**config.mk**
```make
export PLATFORM = sky130hd
export DESIGN_NAME = output_flit_sender
export DESIGN_NICKNAME = d
export VERILOG_FILES = /design/src/rtl/noc_params.sv /design/src/rtl/vc_skid_fifo.sv /design/src/rtl/output_flit_sender.sv
export SDC_FILE = /design/constraint.sdc
export NUM_CORES = 1
export LEC_CHECK = 0
export ABC_AREA = 1
export CORE_MARGIN = 2
export CORE_UTILIZATION = 30
export CTS_CLUSTER_DIAMETER = 40
export DETAILED_ROUTE_END_ITERATION = 8
export SYNTH_ARGS = -nofsm -noshare
export SYNTH_HDL_FRONTEND = slang
export SYNTH_HIERARCHICAL = 1
export SYNTH_SLANG_ARGS = --single-unit
```
**constraint.sdc**
```tcl
create_clock -name clk -period 2.9 [get_ports clk]
set_input_delay 0.58 -clock clk [delete_from_list [all_inputs] [get_ports clk]]
set_output_delay 0.58 -clock clk [all_outputs]
set_load 0.02 [all_outputs]
```
**src/rtl/noc_params.sv**
```systemverilog
// Shared NoC link types: flit format, flit labels, VC sizing and the
// per-VC framing state used by the output flit sender.
// Also holds the framing rules as helpers so every user applies the same packet grammar.
package noc_params;

  // Virtual channels per physical link.
  localparam int VC_NUM    = 2;
  // Width of a VC index. It is kept at least 1 bit so a single-VC link still has a field.
  localparam int VC_SIZE   = (VC_NUM > 1) ? $clog2(VC_NUM) : 1;
  // Payload bits carried per flit.
  localparam int DATA_SIZE = 16;

  typedef enum logic [1:0] {
    HEAD     = 2'b00,
    BODY     = 2'b01,
    TAIL     = 2'b10,
    HEADTAIL = 2'b11
  } flit_label_t;

  typedef struct packed {
    flit_label_t            flit_label;
    logic [VC_SIZE-1:0]     vc_id;
    logic [DATA_SIZE-1:0]   data;
  } flit_t;

  // Input-side packet framing state of one VC.
  typedef enum logic [0:0] {
    IDLE = 1'b0,
    OPEN = 1'b1
  } sender_vc_state_t;

  // A VC with no open packet may only start one (HEAD or HEADTAIL).
  // An open packet may only continue or close (BODY or TAIL).
  function automatic logic framing_legal(sender_vc_state_t st, flit_label_t lab);
    logic ok;
    if (st == IDLE) ok = (lab == HEAD) || (lab == HEADTAIL);
    else            ok = (lab == BODY) || (lab == TAIL);
    return ok;
  endfunction

  // Next framing state after a legal flit has been accepted.
  function automatic sender_vc_state_t framing_next(sender_vc_state_t st, flit_label_t lab);
    sender_vc_state_t nxt;
    case (lab)
      HEAD:    nxt = OPEN;
      TAIL:    nxt = IDLE;
      default: nxt = st;
    endcase
    return nxt;
  endfunction

endpackage

```
**src/rtl/vc_skid_fifo.sv**
```systemverilog
// Purpose: per-VC skid FIFO holding flits until the link arbiter takes them.
// Latency: a pushed flit is readable on rd_data the cycle after the push, with no bypass.
// Backpressure: a push to a full FIFO is ignored, so the caller gates pushes with full.
// Ports: clk/rst (async, active-high), push/wr_data, pop/rd_data, count, empty, full.
module vc_skid_fifo
  import noc_params::*;
#(
  parameter int DEPTH = 2
) (
  input  logic                       clk,
  input  logic                       rst,
  input  logic                       push,
  input  flit_t                      wr_data,
  input  logic                       pop,
  output flit_t                      rd_data,
  output logic [$clog2(DEPTH+1)-1:0] count,
  output logic                       empty,
  output logic                       full
);

  localparam int CNT_W = $clog2(DEPTH + 1);
  localparam int PTR_W = (DEPTH > 1) ? $clog2(DEPTH) : 1;

  flit_t            mem [DEPTH];
  logic [PTR_W-1:0] wr_ptr;
  logic [PTR_W-1:0] rd_ptr;
  logic             do_push;
  logic             do_pop;

  // Pointers wrap at DEPTH, which does not need to be a power of two.
  function automatic logic [PTR_W-1:0] ptr_inc(logic [PTR_W-1:0] p);
    return (p == PTR_W'(DEPTH - 1)) ? '0 : p + 1'b1;
  endfunction

  assign full    = (count == CNT_W'(DEPTH));
  assign empty   = (count == '0);
  assign do_push = push && !full;
  assign do_pop  = pop && !empty;
  assign rd_data = mem[rd_ptr];

  always_ff @(posedge clk or posedge rst) begin
    if (rst) begin
      wr_ptr <= '0;
      rd_ptr <= '0;
      count  <= '0;
    end else begin
      if (do_push) wr_ptr <= ptr_inc(wr_ptr);
      if (do_pop)  rd_ptr <= ptr_inc(rd_ptr);
      case ({do_push, do_pop})
        2'b10:   count <= count + 1'b1;
        2'b01:   count <= count - 1'b1;
        default: count <= count;
      endcase
    end
  end

  // The storage needs no reset. Clearing the pointers and the count makes it empty.
  always_ff @(posedge clk) begin
    if (do_push) mem[wr_ptr] <= wr_data;
  end

endmodule

```
**src/rtl/output_flit_sender.sv**
```systemverilog
// Purpose: router output-port link stage. It checks framing per VC, uses a per-VC skid FIFO
//   and round-robins one eligible VC per cycle onto a registered link flit.
// Latency: 1 cycle from the FIFO write edge to flit_o/valid_o at the earliest.
// Backpressure: ready_o per VC (FIFO not full). on_off_i gates the grant per VC.
//   Refused or ill-framed writes are dropped and flagged on proto_err_o.
// Ports: clk, rst (async, active-high); flit_i/valid_i/ready_o from the crossbar;
//   on_off_i from the downstream buffer; flit_o/valid_o on the link; vc_busy_o; proto_err_o.
module output_flit_sender #(
  parameter int VC_NUM     = noc_params::VC_NUM,
  parameter int SKID_DEPTH = 2
) (
  input  logic                  clk,
  input  logic                  rst,
  input  noc_params::flit_t     flit_i,
  input  logic                  valid_i,
  output logic [VC_NUM-1:0]     ready_o,
  input  logic [VC_NUM-1:0]     on_off_i,
  output noc_params::flit_t     flit_o,
  output logic                  valid_o,
  output logic [VC_NUM-1:0]     vc_busy_o,
  output logic                  proto_err_o
);

  import noc_params::*;

  localparam int CNT_W = $clog2(SKID_DEPTH + 1);

  logic [CNT_W-1:0]  fifo_count [VC_NUM];
  flit_t             fifo_rd    [VC_NUM];
  logic [VC_NUM-1:0] fifo_empty;
  logic [VC_NUM-1:0] fifo_full;
  logic [VC_NUM-1:0] push;
  logic [VC_NUM-1:0] pop;
  logic [VC_NUM-1:0] eligible;
  logic [VC_NUM-1:0] busy_next;

  sender_vc_state_t   vc_state [VC_NUM];
  logic [VC_SIZE-1:0] rr_ptr;
  logic [VC_SIZE-1:0] winner;
  logic               grant;
  logic               wr_err;
  logic               wr_in_range;

  // The VC field can encode more values than VC_NUM when VC_NUM is not a power of two.
  assign wr_in_range = (int'(flit_i.vc_id) < VC_NUM);

  for (genvar v = 0; v < VC_NUM; v++) begin : g_vc
    vc_skid_fifo #(
      .DEPTH (SKID_DEPTH)
    ) u_fifo (
      .clk     (clk),
      .rst     (rst),
      .push    (push[v]),
      .wr_data (flit_i),
      .pop     (pop[v]),
      .rd_data (fifo_rd[v]),
      .count   (fifo_count[v]),
      .empty   (fifo_empty[v]),
      .full    (fifo_full[v])
    );

    // Ready comes from the registered count only, so a full VC refuses a write
    // even in a cycle where it also pops.
    assign ready_o[v]  = (fifo_count[v] < CNT_W'(SKID_DEPTH));
    assign eligible[v] = !fifo_empty[v] && on_off_i[v];
    assign pop[v]      = grant && (winner == VC_SIZE'(v));

    // The write decode must never push into a full FIFO.
    a_no_push_full : assert property (@(posedge clk) disable iff (rst) !(push[v] && fifo_full[v]));
  end

  // Write decode. At most one VC is pushed per cycle.
  // A refused or ill-framed flit is dropped, and the framing state is left unchanged.
  always_comb begin
    push   = '0;
    wr_err = 1'b0;
    if (valid_i) begin
      if (wr_in_range && ready_o[flit_i.vc_id] &&
          framing_legal(vc_state[flit_i.vc_id], flit_i.flit_label)) begin
        push[flit_i.vc_id] = 1'b1;
      end else begin
        wr_err = 1'b1;
      end
    end
  end

  // Round-robin arbiter. The search starts at rr_ptr, and the first eligible VC wins.
  always_comb begin
    int idx;
    grant  = 1'b0;
    winner = '0;
    idx    = 0;
    for (int i = 0; i < VC_NUM; i++) begin
      idx = (int'(rr_ptr) + i) % VC_NUM;
      if (!grant && eligible[idx[VC_SIZE-1:0]]) begin
        grant  = 1'b1;
        winner = VC_SIZE'(idx);
      end
    end
  end

  // A VC is busy from the HEAD push until its TAIL leaves on the link.
  // If a TAIL leaves and a new HEAD enters the same VC in one cycle, the set wins.
  always_comb begin
    busy_next = vc_busy_o;
    for (int v = 0; v < VC_NUM; v++) begin
      if (pop[v] && (fifo_rd[v].flit_label == TAIL)) busy_next[v] = 1'b0;
      if (push[v] && (flit_i.flit_label == HEAD))    busy_next[v] = 1'b1;
    end
  end

  always_ff @(posedge clk or posedge rst) begin
    if (rst) begin
      flit_o      <= '0;
      valid_o     <= 1'b0;
      rr_ptr      <= '0;
      proto_err_o <= 1'b0;
      vc_busy_o   <= '0;
      for (int v = 0; v < VC_NUM; v++) vc_state[v] <= IDLE;
    end else begin
      proto_err_o <= wr_err;
      valid_o     <= grant;
      vc_busy_o   <= busy_next;
      // With no grant, flit_o keeps its last value, and only valid_o drops.
      if (grant) begin
        flit_o <= fifo_rd[winner];
        rr_ptr <= (winner == VC_SIZE'(VC_NUM - 1)) ? '0 : winner + 1'b1;
      end
      for (int v = 0; v < VC_NUM; v++) begin
        if (push[v]) vc_state[v] <= framing_next(vc_state[v], flit_i.flit_label);
      end
    end
  end

endmodule

```
==> flow_summary_export.csv <==
group,metric,value,unit
timing,clock_skew,0.00556,ns
placed_design,gp_congestion,0.783,
synth,synth.distinct_cells,26,
setup_path,critPathLaunchType,"primary input",
power_and_ir_drop,p_switching,1940,uW
setup_path,critPathKind,"in2reg",
finish,final_cell_count_no_fill,680,
setup_path,worstPathMaxFanout,10,
setup_path,critical_path.most_common_cell,"nor2_1",
drt,vias,3000,
setup_path,path_buf_inv,4,
cts,cts-resized-gates,0,
finish,fillers,1444,
finish,diodes,0,
synth,synth_cells,429,
setup_path,cpPeakStageDelay,0.50,ns
timing,tightest_slew,0.435,ns
finish,synthToLayoutAreaGrowth,23.2,%
timing,holdWs,0.485,ns
finish,final_nets,519,
die,die_h,127,um
finish,finish.utilization,38.1,%
global_route,gr-usage-met2,21.4,%
drt,routed_via_density,4.41,
placed_design,portBuffers,48,
setup_path,arrival,2.49,ns
timing,slew_violations,0,
global_route,grt_pass1_wl,15800,um
power_and_ir_drop,pwr-share-comb,37.5,%
run,cap_violations,0,
placed_design,dp.cells,664,
global_route,antenna_found_initial,0,
power_and_ir_drop,max-vdd-ir-drop,0.353,mV
die,core,14600,um2
power_and_ir_drop,p_int,3310,uW
setup_path,crit_path_cell_trace,"clkdlybuf4s50_1 -> inv_1 -> ha_1 -> nand3_2 -> nand2_2 -> nor2_4 -> inv_2 -> nor2_1 -> o21ai_2 -> nor2_1 -> buf_4",
power_and_ir_drop,leakagePower,0.00242,uW
timing,tns,0,ns
timing,max-slew-margin-rel,70.9,%
power_and_ir_drop,clkPwrFrac,21.5,%
cts,cts-htree-levels,3,
setup_path,cp.required,2.95,ns
timing,grt_setup_unrepaired,"false",
cts,cts_tree,"built",
timing,fin_crit,2.44,ns
synth,ys_seq_area_share,69.1,%
drt,ant_nets,0,
global_route,grt_overflow,0,
cts,clk_pin_slew_worst_paths,0.07,ns
global_route,grt_max_degree,27,
drt,wirelength,9730,um
global_route,grt.busiest_layer,"met2",
cts,clock_path_buffers,2,
global_route,globalRouteMet3Util,3.88,%
global_route,grt_pass1_vias,3100,
global_route,met1_usage,16.2,%
synth,synth_top_area_cell,"edfxtp_1",
die,initial_core_util,31.0,%
setup_path,critPathTopFamily,"buffers and inverters",
die,die-area,16100,um2
drt,routedWlPerCell,14.3,um
power_and_ir_drop,p_per_area,940,nW/um2
drt,drc,0,
drt,dr.pass1.iters,4,
synth,netlist.area_leader.share,50.3,%
synth,synth_warnings,6,
die,rows,44,
power_and_ir_drop,power_frac_seq,41.0,%
status,status,"complete, no violations",
cts,clk_latency,0.35,ns
timing,setup_viol,0,
min_path,hold_class,"in2async",
die,ios,49,
cts,cts_hold_buf,0,
cts,cts_buffers,9,
synth,avgSynthCellArea,10.6,um2
synth,synth-seq-cells,110,
timing,fmax,409,MHz
cts,cts.sinks,110,
finish,final_layout_size_suffix_gt1_share,12.1,%
synth,synth_fp_nets,457,
setup_path,cpMaxStageDelayCell,"clkdlybuf4s50_1",
timing,period_share,84.3,%
cts,cts_setup_buffers,0,
placed_design,dpl.hpwl,6420,um
die,die_w,127,um
drt,drt_iter0_drc,175,
global_route,grt.total_usage,12.8,%
power_and_ir_drop,power.total,5250,uW
timing,hold_viol_final,0,
power_and_ir_drop,power_switching_share,37.0,%
cts,cts_root_buffer,"clkbuf_16",
synth,synth.area.top_cells,"edfxtp_1 (50%), dfrtp_1 (19%), nand2_1 (17%), nand3_1 (3.2%), inv_1 (2.5%)",
synth,synthesis.area,4530,um2
setup_path,endpoint_kind,"flop",
## per-layer routing
metal | wire length [um] | vias up
met5 | 0 | -
met4 | 119 | 0
met3 | 469 | 12
met2 | 4730 | 69
met1 | 4410 | 1414
li1 | - | 1505
## layout by cell type, fill, tap and decap left out, drive strengths merged
cell,synthesis,layout
nand2,209,209
edfxtp,76,76
clkdlybuf4s50,0,48
inv,41,43
dfrtp,34,34
nand3,30,30
buf,12,15
clkbuf,0,9
nor2,8,8
o21ai,5,5
nand4,4,4
ha,4,4
clkinv,0,4
xnor2,2,2
o211ai,1,1
a21oi,1,1
or2,1,1
nor3,1,1
clkinvlp,0,1
## flip-flops by register name (all words and copies together), names as in the netlist, 2 cells and up
signal / flops
g_vc.u_fifo/mem: 76
g_vc.u_fifo/wr_ptr: 2
vc_state: 2
vc_busy_o: 2
flit_o: 19
g_vc.u_fifo/rd_ptr: 2
g_vc.u_fifo/count: 4
## path summary, 6_finish.rpt
| check | from | to | slack, ns | cells past startpoint |
|---|---|---|---|---|
| min | rst | g_vc[1].u_fifo/count[1] | 0.48 | 2 |
| max in group asynchronous | rst | flit_o[16] | 1.93 | 3 |
| max | flit_i[17] | g_vc[1].u_fifo/mem[1][8] | 0.46 | 11 |
| min in group clk | vc_state[0] | vc_state[0] | 0.49 | 2 |
| min reg2reg | vc_state[0] | vc_state[0] | 0.49 | 2 |
| max reg2reg | g_vc[0].u_fifo/count[1] | g_vc[1].u_fifo/mem[1][8] | 1.03 | 10 |
## final cells by class
cell class	count	area [um2]	area share, %
Sequential cell	110	3130	56.1
Multi-Input combinational cell	266	1170	21.0
Timing Repair Buffer	63	618	11.1
Tap cell	184	230	4.12
Clock buffer	9	225	4.03
Inverter	41	156	2.80
Clock inverter	7	47.5	0.851
## through the flow
step	instance area, um2	setup WS, ns
floorplan	4530	0.175
global placement	5310	0.188
detailed placement	5310	0.109
CTS	5590	0.463
global route	5590	0.293
finish	5590	0.456
## cell families after synthesis
family / synth area share, %
AOI/OAI and AO/OA: 1.08
adders and majority gates: 1.10
buffers and inverters: 4.97
xor gates and xnor gates: 0.386
and+or+nand+nor: 23.4
DFF: 69.1
## synth_stat cells
master    count
o211ai_1      1
nand2_4       2
xnor2_1       2
o21ai_0       2
a21oi_2       1
ha_1          4
edfxtp_1     76
nor2_1        4
nand2_2       7
nor3_2        1
nand3_2       1
o21ai_2       2
nand3_1      29
inv_1        30
or2_2         1
nand4_1       4
nand2_1     200
buf_4         1
nor2_2        3
nor2_4        1
inv_2        10
dfrtp_1      34
inv_4         1
o21ai_1       1
buf_6         1
buf_2        10
## power groups by stage
stage,Combinational [uW],Sequential [uW],Clock [uW]
after floorplan,1070,2350,0
after global placement,1940,2180,0
after detailed placement,1980,2190,0
after CTS,1990,2160,1170
after global routing,2200,2190,1220
final,1970,2150,1130
Power figures use the tool's default switching activity.
